===== config.mk =====
export PLATFORM = sky130hd
export DESIGN_NAME = jk_bank_driver
export DESIGN_NICKNAME = d
export VERILOG_FILES = /design/src/rtl/jk_bank_driver.sv
export SDC_FILE = /design/constraint.sdc
export NUM_CORES = 1
export LEC_CHECK = 0
export CAP_MARGIN = 20
export CELL_PAD_IN_SITES_DETAIL_PLACEMENT = 1
export CELL_PAD_IN_SITES_GLOBAL_PLACEMENT = 2
export CORE_UTILIZATION = 29
export DETAILED_ROUTE_END_ITERATION = 8
export GPL_TIMING_DRIVEN = 0
export HOLD_SLACK_MARGIN = 0.05
export PLACE_DENSITY = 0.8
export SLEW_MARGIN = 20
export SYNTH_ARGS = -nofsm -noshare
export SYNTH_HDL_FRONTEND = slang
export SYNTH_SLANG_ARGS = --single-unit
export TNS_END_PERCENT = 20

===== constraint.sdc =====
create_clock -name clk -period 2.3 [get_ports clk]
set_clock_uncertainty 0.1 [all_clocks]
set_input_delay 0.46 -clock clk [delete_from_list [all_inputs] [get_ports clk]]
set_output_delay 0.46 -clock clk [all_outputs]
set_load 0.03 [all_outputs]

===== src/rtl/jk_bank_driver.sv =====
// jk_bank_driver: turns requested target words for an external JK flip-flop
// bank into one-cycle J/K excitation pulses, then checks the bank's q feedback.
//
// state | meaning
// ------+------------------------------------------------------------
// IDLE  | j=k=0, ready for a target; done pulses here after a CHECK
// DRIVE | j/k hold the registered excitation for exactly one cycle
// CHECK | j=k=0, compare q_fb against the target, update status
module jk_bank_driver #(
    parameter int WIDTH   = 4,
    parameter int DC_MODE = 0
) (
    input  logic             clk,
    input  logic             reset,
    input  logic             tgt_valid,
    input  logic [WIDTH-1:0] tgt_data,
    output logic             tgt_ready,
    output logic [WIDTH-1:0] j,
    output logic [WIDTH-1:0] k,
    input  logic [WIDTH-1:0] q_fb,
    output logic             done,
    output logic             err,
    output logic [WIDTH-1:0] err_mask,
    output logic [7:0]       xfer_count
);

    typedef enum logic [1:0] {IDLE, DRIVE, CHECK} state_t;

    // Don't-care resolution: with DC_MODE set, every changing bit toggles (J=K=1).
    localparam logic [WIDTH-1:0] DC_VEC = (DC_MODE != 0) ? '1 : '0;

    state_t           state_q, state_d;
    logic [WIDTH-1:0] model_q, model_d;
    logic [WIDTH-1:0] target_q, target_d;
    logic [WIDTH-1:0] jx_q, jx_d;
    logic [WIDTH-1:0] kx_q, kx_d;
    logic             done_q, done_d;
    logic             err_q, err_d;
    logic [WIDTH-1:0] mask_q, mask_d;
    logic [7:0]       cnt_q, cnt_d;

    logic [WIDTH-1:0] chg;
    logic [WIDTH-1:0] exc_j;
    logic [WIDTH-1:0] exc_k;

    // Excitation is computed from the internal model, never from q_fb, so unchanged
    // bits always get J=K=0 regardless of DC_MODE.
    assign chg   = model_q ^ tgt_data;
    assign exc_j = (~model_q & tgt_data) | (DC_VEC & chg);
    assign exc_k = (model_q & ~tgt_data) | (DC_VEC & chg);

    assign tgt_ready  = (state_q == IDLE) && reset;
    assign j          = (state_q == DRIVE) ? jx_q : '0;
    assign k          = (state_q == DRIVE) ? kx_q : '0;
    assign done       = done_q;
    assign err        = err_q;
    assign err_mask   = mask_q;
    assign xfer_count = cnt_q;

    // Next-state and datapath updates for the IDLE -> DRIVE -> CHECK sequence.
    always_comb begin
        state_d  = state_q;
        model_d  = model_q;
        target_d = target_q;
        jx_d     = jx_q;
        kx_d     = kx_q;
        done_d   = 1'b0;
        err_d    = err_q;
        mask_d   = mask_q;
        cnt_d    = cnt_q;
        case (state_q)
            IDLE: begin
                if (tgt_valid) begin
                    target_d = tgt_data;
                    jx_d     = exc_j;
                    kx_d     = exc_k;
                    state_d  = DRIVE;
                end
            end
            DRIVE: begin
                state_d = CHECK;
            end
            CHECK: begin
                mask_d  = q_fb ^ target_q;
                err_d   = err_q | (|(q_fb ^ target_q));
                done_d  = 1'b1;
                model_d = target_q;
                cnt_d   = (cnt_q == 8'hFF) ? cnt_q : cnt_q + 8'd1;
                state_d = IDLE;
            end
            default: begin
                state_d = IDLE;
            end
        endcase
    end

    // State and datapath registers; synchronous reset abandons any transfer in flight.
    always_ff @(posedge clk) begin
        if (!reset) begin
            state_q  <= IDLE;
            model_q  <= '0;
            target_q <= '0;
            jx_q     <= '0;
            kx_q     <= '0;
            done_q   <= 1'b0;
            err_q    <= 1'b0;
            mask_q   <= '0;
            cnt_q    <= 8'd0;
        end else begin
            state_q  <= state_d;
            model_q  <= model_d;
            target_q <= target_d;
            jx_q     <= jx_d;
            kx_q     <= kx_d;
            done_q   <= done_d;
            err_q    <= err_d;
            mask_q   <= mask_d;
            cnt_q    <= cnt_d;
        end
    end

endmodule


======== Yosys cells after proc, flatten, opt, wreduce, memory -nomap -nowiden ========
Index checks and enable logic that the tools add are counted.
Widths: inputs -> output; s select.
operators by class
  $add $sub $neg .......................... 1
  equal/unequal tests ..................... 4
  multiplexer cells ....................... 5
  bitwise operators ....................... 7
  reduce and logical (&&, ||, !) cells .... 5
operators with widths
  operator             count
  $add 8x1->8 const B  1
  $and 4x4->4          2
  $eq 8x8->1 const B   1
  $mux 4               2
  $not 4->4            2
  $pmux 2 s2           1
  $reduce_and 2->1     2
  $reduce_or 4->1      1
  $xor 4x4->4          1
  $eq 2x1->1 const B   1
  $eq 2x2->1 const B   1
  $logic_not 2->1      1
  $mux 2               1
  $ne 2x2->1 const B   1
  $logic_and 1x1->1    1
  $mux 1               1
  $not 1->1            1
  $or 1x1->1           1
word-level totals
  register bits after elaboration ......... 32
  input bits .............................. 11
  output and inout bits ................... 23
  word-level logic and storage cells ...... 31

======== Logic depth before layout (Yosys ltp) ========
  word-level depth ........................ 3
  gate-level depth with buffers ........... 5
  mapped depth without buffers ............ 5

======== Least setup slack after synthesis ========
OpenSTA, ideal clock, no wires.
  path kind ............................... input-to-output
  start point ............................. in reset
  end point ............................... out tgt_ready
  arrival ................................. 1.336 ns
  required time ........................... 1.740 ns
  setup slack ............................. 0.404 ns
  stages on the path ...................... 3
  buffers on the path ..................... 1
  cells stage by stage .................... inv_1 clkbuf_1 nor3_1
on the way
  longest elaborated chain between the ends .. 1
RTL lines
  item               line  text
  from (decl)        14    input logic reset,
  $logic_and 1x1->1  52    assign tgt_ready = (state_q == IDLE) && reset;
  to (decl)          17    output logic tgt_ready,
Every way passes these cells.

======== Worst setup path after layout ========
  start point ............................. reg state_q[0]
  end point ............................... out k[1]
on the way
  longest elaborated chain between the ends .. 2
RTL lines
  item                    line  text
  from (decl)             32    state_t state_q, state_d;
  from (signal assigned)  110   state_q <= state_d;
  $eq 2x1->1              54    assign k = (state_q == DRIVE) ? kx_q : '0;
  $mux 4                  54
  to (decl)               19    output logic [WIDTH-1:0] k,
Every way passes these cells.

==> metrics <==
required time at the worst-slack endpoint 1.74 ns; worst vdd rail ir drop 270 µV; GRT Overall Usage 0.164; number of cells on the worst reg-to-reg path 5; starting density of the core 0.303; clock-pin slew on the worst setup and hold paths ~0.07 ns; ratio of total power to cell area 680 nW/µm²; wire length of the first global-routing pass between 6 and 7 mm; Remaining Overflow, GRT 0; arrival time of data at the critical path endpoint 1.49 ns; Critical Path End Type output pin; DP Area about 1700 µm²; full die area slightly below 5000 µm²; Min Hold Slack roughly 0.35 ns; TritonCTS clock tree done; CTS root buffer sky130_fd_sc_hd__clkbuf_8; worst setup path startpoint state_q[0]$_SDFFE_PN0P_; maximum root-to-sink buffer count 2; fraction of final layout cells sized beyond drive strength 1 0.0609; number of placed I/O pins 34; DIE HEIGHT 69.6 µm; diode count 0; Worst path slowest cell sky130_fd_sc_hd__dfxtp_1; setup-violating endpoint count in the final report 0; launch instance of the worst min-delay path jx_q[0]$_SDFFE_PN0P_; Synthesized Nets 169; normalized max-slew margin 0.636; critical-path cell list nor2b_4, and2_1, dlygate4sd2_1; H-tree depth reported by CTS 2; length of the first detailed-routing pass in iterations 4; total routed wirelength around 3.5 mm; number of buffers inserted by post-CTS setup repair 0; Max FO, Critical Path 9; leading cell types in the layout, fill and taps excluded sky130_fd_sc_hd__dfxtp_1 (32), sky130_fd_sc_hd__nand2_1 (29), sky130_fd_sc_hd__clkdlybuf4s50_1 (23), sky130_fd_sc_hd__a21oi_1 (20), sky130_fd_sc_hd__nor2_1 (12); Net count, final 208; vias approximately 1,200; initial antenna violation count 0; post-layout minimum cycle time approximately 2.1 ns; post-synthesis area per instance approximately 8.4 µm²; path type of the worst min-delay path reg2reg; period utilisation layout 0.891; number of warnings reported in the yosys synthesis log 0; Area growth syn-to-layout 37.7%; CP Class reg2out; kind of cell with the highest combined delay on the critical path simple AND/OR/NAND/NOR gates; Num Clock Sinks 32; startpoint type of the worst setup path flop; most common cell after layout, fill and taps aside sky130_fd_sc_hd__dfxtp_1; number of nets still failing antenna checks after routing 0; Reg2Reg Setup Slack approximately 0.52 ns; count of cells resized by post-cts repair 15; final instance area around 1800 µm²; critical register-to-register path startpoint state_q[1]$_SDFFE_PN0P_; number of standard cells in the final layout excluding fillers between 200 and 250; TritonCTS Buffers 5; Critical Path Max Stage Delay 0.41 ns; post-placement cell count 242; WP buf/inv 1; DR vias/cell roughly 4.9; hold-fix buffer count after cts 0; via count of the first global-routing pass about 1,300; number of buffer cells added on primary ports 33; final number of max-transition violations 0; highest achievable clock rate roughly 500 MHz; Avg WL per Cell about 14 µm; Skew-Pair Late Insertion Delay ~0.28 ns; count of endpoints failing hold in the final timing report 0; post-synthesis register bit count 32; sequential fraction of the synthesis area 0.483; synthesized area about 1300 µm²; transition time of the tightest slew-check pin between 0.5 and 0.6 ns; area of the placeable core about 4400 µm²; number of rows in the core area 24; number of DRC violations after detailed routing 0; Die X-Extent 69.6 µm; Hold Crit Depth 2; violation count after the first detailed-routing iteration 42; run status complete, no violations; setup repair after global routing missed its margin false; post-detail-place hpwl around 2.6 mm; largest net degree at the start of global routing 12; worst reg2reg path endpoint xfer_count[5]$_SDFFE_PN0P_; gate count of the mapped netlist between 150 and 200; # fillers around 540; distinct cell type count of the synthesized netlist 28; number of maximum-capacitance violations 0; endpoint with the worst hold slack jx_q[0]$_SDFFE_PN0P_; routability congestion estimate 0.820; leakage power 0.674 nW
[cells by family (layout without fill, tap and decap cells)]
logic type               Yosys count  after routing  synth area share
multiplexers                       1              1           0.00755
AND/OR/NAND/NOR                   76             76             0.295
XOR/XNOR                           6              6            0.0396
flip-flops                        32             32             0.483
AO/OA/AOI/OAI                     32             32             0.137
adder cells (fa/ha/maj)            1              1           0.00943
buffers and inverters              9             49            0.0283
[metal layers]
metal  part of all wire  vias to the layer above  global-route usage
li1                   -                      618                   -
met5                  0                        -                   0
met2               0.49                       24               0.292
met1               0.45                      579               0.184
met3              0.038                        7              0.0480
met4              0.016                        0              0.0600
[where the power goes]
part	internal, W	switching [W]	leakage (nW)	total [W]
logic	0.0000529	0.0000728	0.358	0.000126
registers	0.000571	0.0000131	0.260	0.000584
clock network	0.000321	0.000211	0.0552	0.000532
[worst register-to-register path, stage by stage, from the launching register on]
cell and delay [ns]:
sky130_fd_sc_hd__dfxtp_1 0.44, sky130_fd_sc_hd__nor2b_1 0.17, sky130_fd_sc_hd__buf_4 0.18, sky130_fd_sc_hd__nand4_4 0.15, sky130_fd_sc_hd__or4_1 0.52, sky130_fd_sc_hd__a21oi_1 0.15
[sequential cells by signal (all words and copies together), names as in the netlist]
name        cells
done            1
err             1
model_q         4
kx_q            4
xfer_count      8
state_q         2
err_mask        4
jx_q            4
target_q        4
[stage by stage]
stage	setup TNS (ns)	total power, W	util	setup WS [ns]
3_3_place_gp	-0.527	0.000721	0.393	-0.527
2_1_floorplan	0	0.000665	-	0.404
4_1_cts	0	0.00127	0.416	0.00885
6_report	0	0.00124	0.417	0.250
5_1_grt	0	0.00130	0.417	0.0973
3_5_place_dp	-0.570	0.000725	0.393	-0.560
[how the worst max path moves through the flow]
| stage | cells after the start | endpoint | slack [ns] |
|---|---|---|---|
| after floorplan | 3 | tgt_ready | 0.40 |
| after global placement | 5 | tgt_ready | -0.53 |
| after detailed placement | 5 | tgt_ready | -0.56 |
| after CTS | 4 | tgt_ready | 0.009 |
| after global routing | 3 | k[1] | 0.1 |
| final | 3 | k[1] | 0.25 |
[cell usage after synthesis]
master                      number  share of area
sky130_fd_sc_hd__a211oi_1        4          0.023
sky130_fd_sc_hd__a21oi_1        20          0.075
sky130_fd_sc_hd__and2_1         11          0.052
sky130_fd_sc_hd__and3_1          1         0.0047
sky130_fd_sc_hd__buf_1           1         0.0028
sky130_fd_sc_hd__buf_4           1         0.0057
sky130_fd_sc_hd__clkbuf_1        5          0.014
sky130_fd_sc_hd__dfxtp_1        32           0.48
sky130_fd_sc_hd__ha_1            1         0.0094
sky130_fd_sc_hd__inv_1           2         0.0057
sky130_fd_sc_hd__mux2i_1         1         0.0075
sky130_fd_sc_hd__nand2_1        29          0.082
sky130_fd_sc_hd__nand3_1         3          0.011
sky130_fd_sc_hd__nand3b_1        8          0.045
sky130_fd_sc_hd__nand4_1         2         0.0094
sky130_fd_sc_hd__nand4_4         1          0.016
sky130_fd_sc_hd__nor2_1         12          0.034
sky130_fd_sc_hd__nor2b_1         2         0.0094
sky130_fd_sc_hd__nor3_1          4          0.015
sky130_fd_sc_hd__o2111ai_1       1         0.0066
sky130_fd_sc_hd__o211ai_1        1         0.0057
sky130_fd_sc_hd__o21ai_0         4          0.015
sky130_fd_sc_hd__o31ai_1         2          0.011
sky130_fd_sc_hd__or2b_1          1         0.0057
sky130_fd_sc_hd__or3_1           1         0.0047
sky130_fd_sc_hd__or4_1           1         0.0057
sky130_fd_sc_hd__xnor2_1         4          0.026
sky130_fd_sc_hd__xor2_1          2          0.013
[area by class of cell]
class	instances	area [µm²]	share of cell area
buffer	6	26.3	0.0144
clock buffer	6	72.6	0.0397
clock inverter	2	35.0	0.0192
inverter	2	7.51	0.00411
multi-input combinational	116	656	0.359
sequential	32	641	0.351
tap	52	65.1	0.0356
timing repair buffer	33	324	0.177
(Power assumes the default switching activity.)
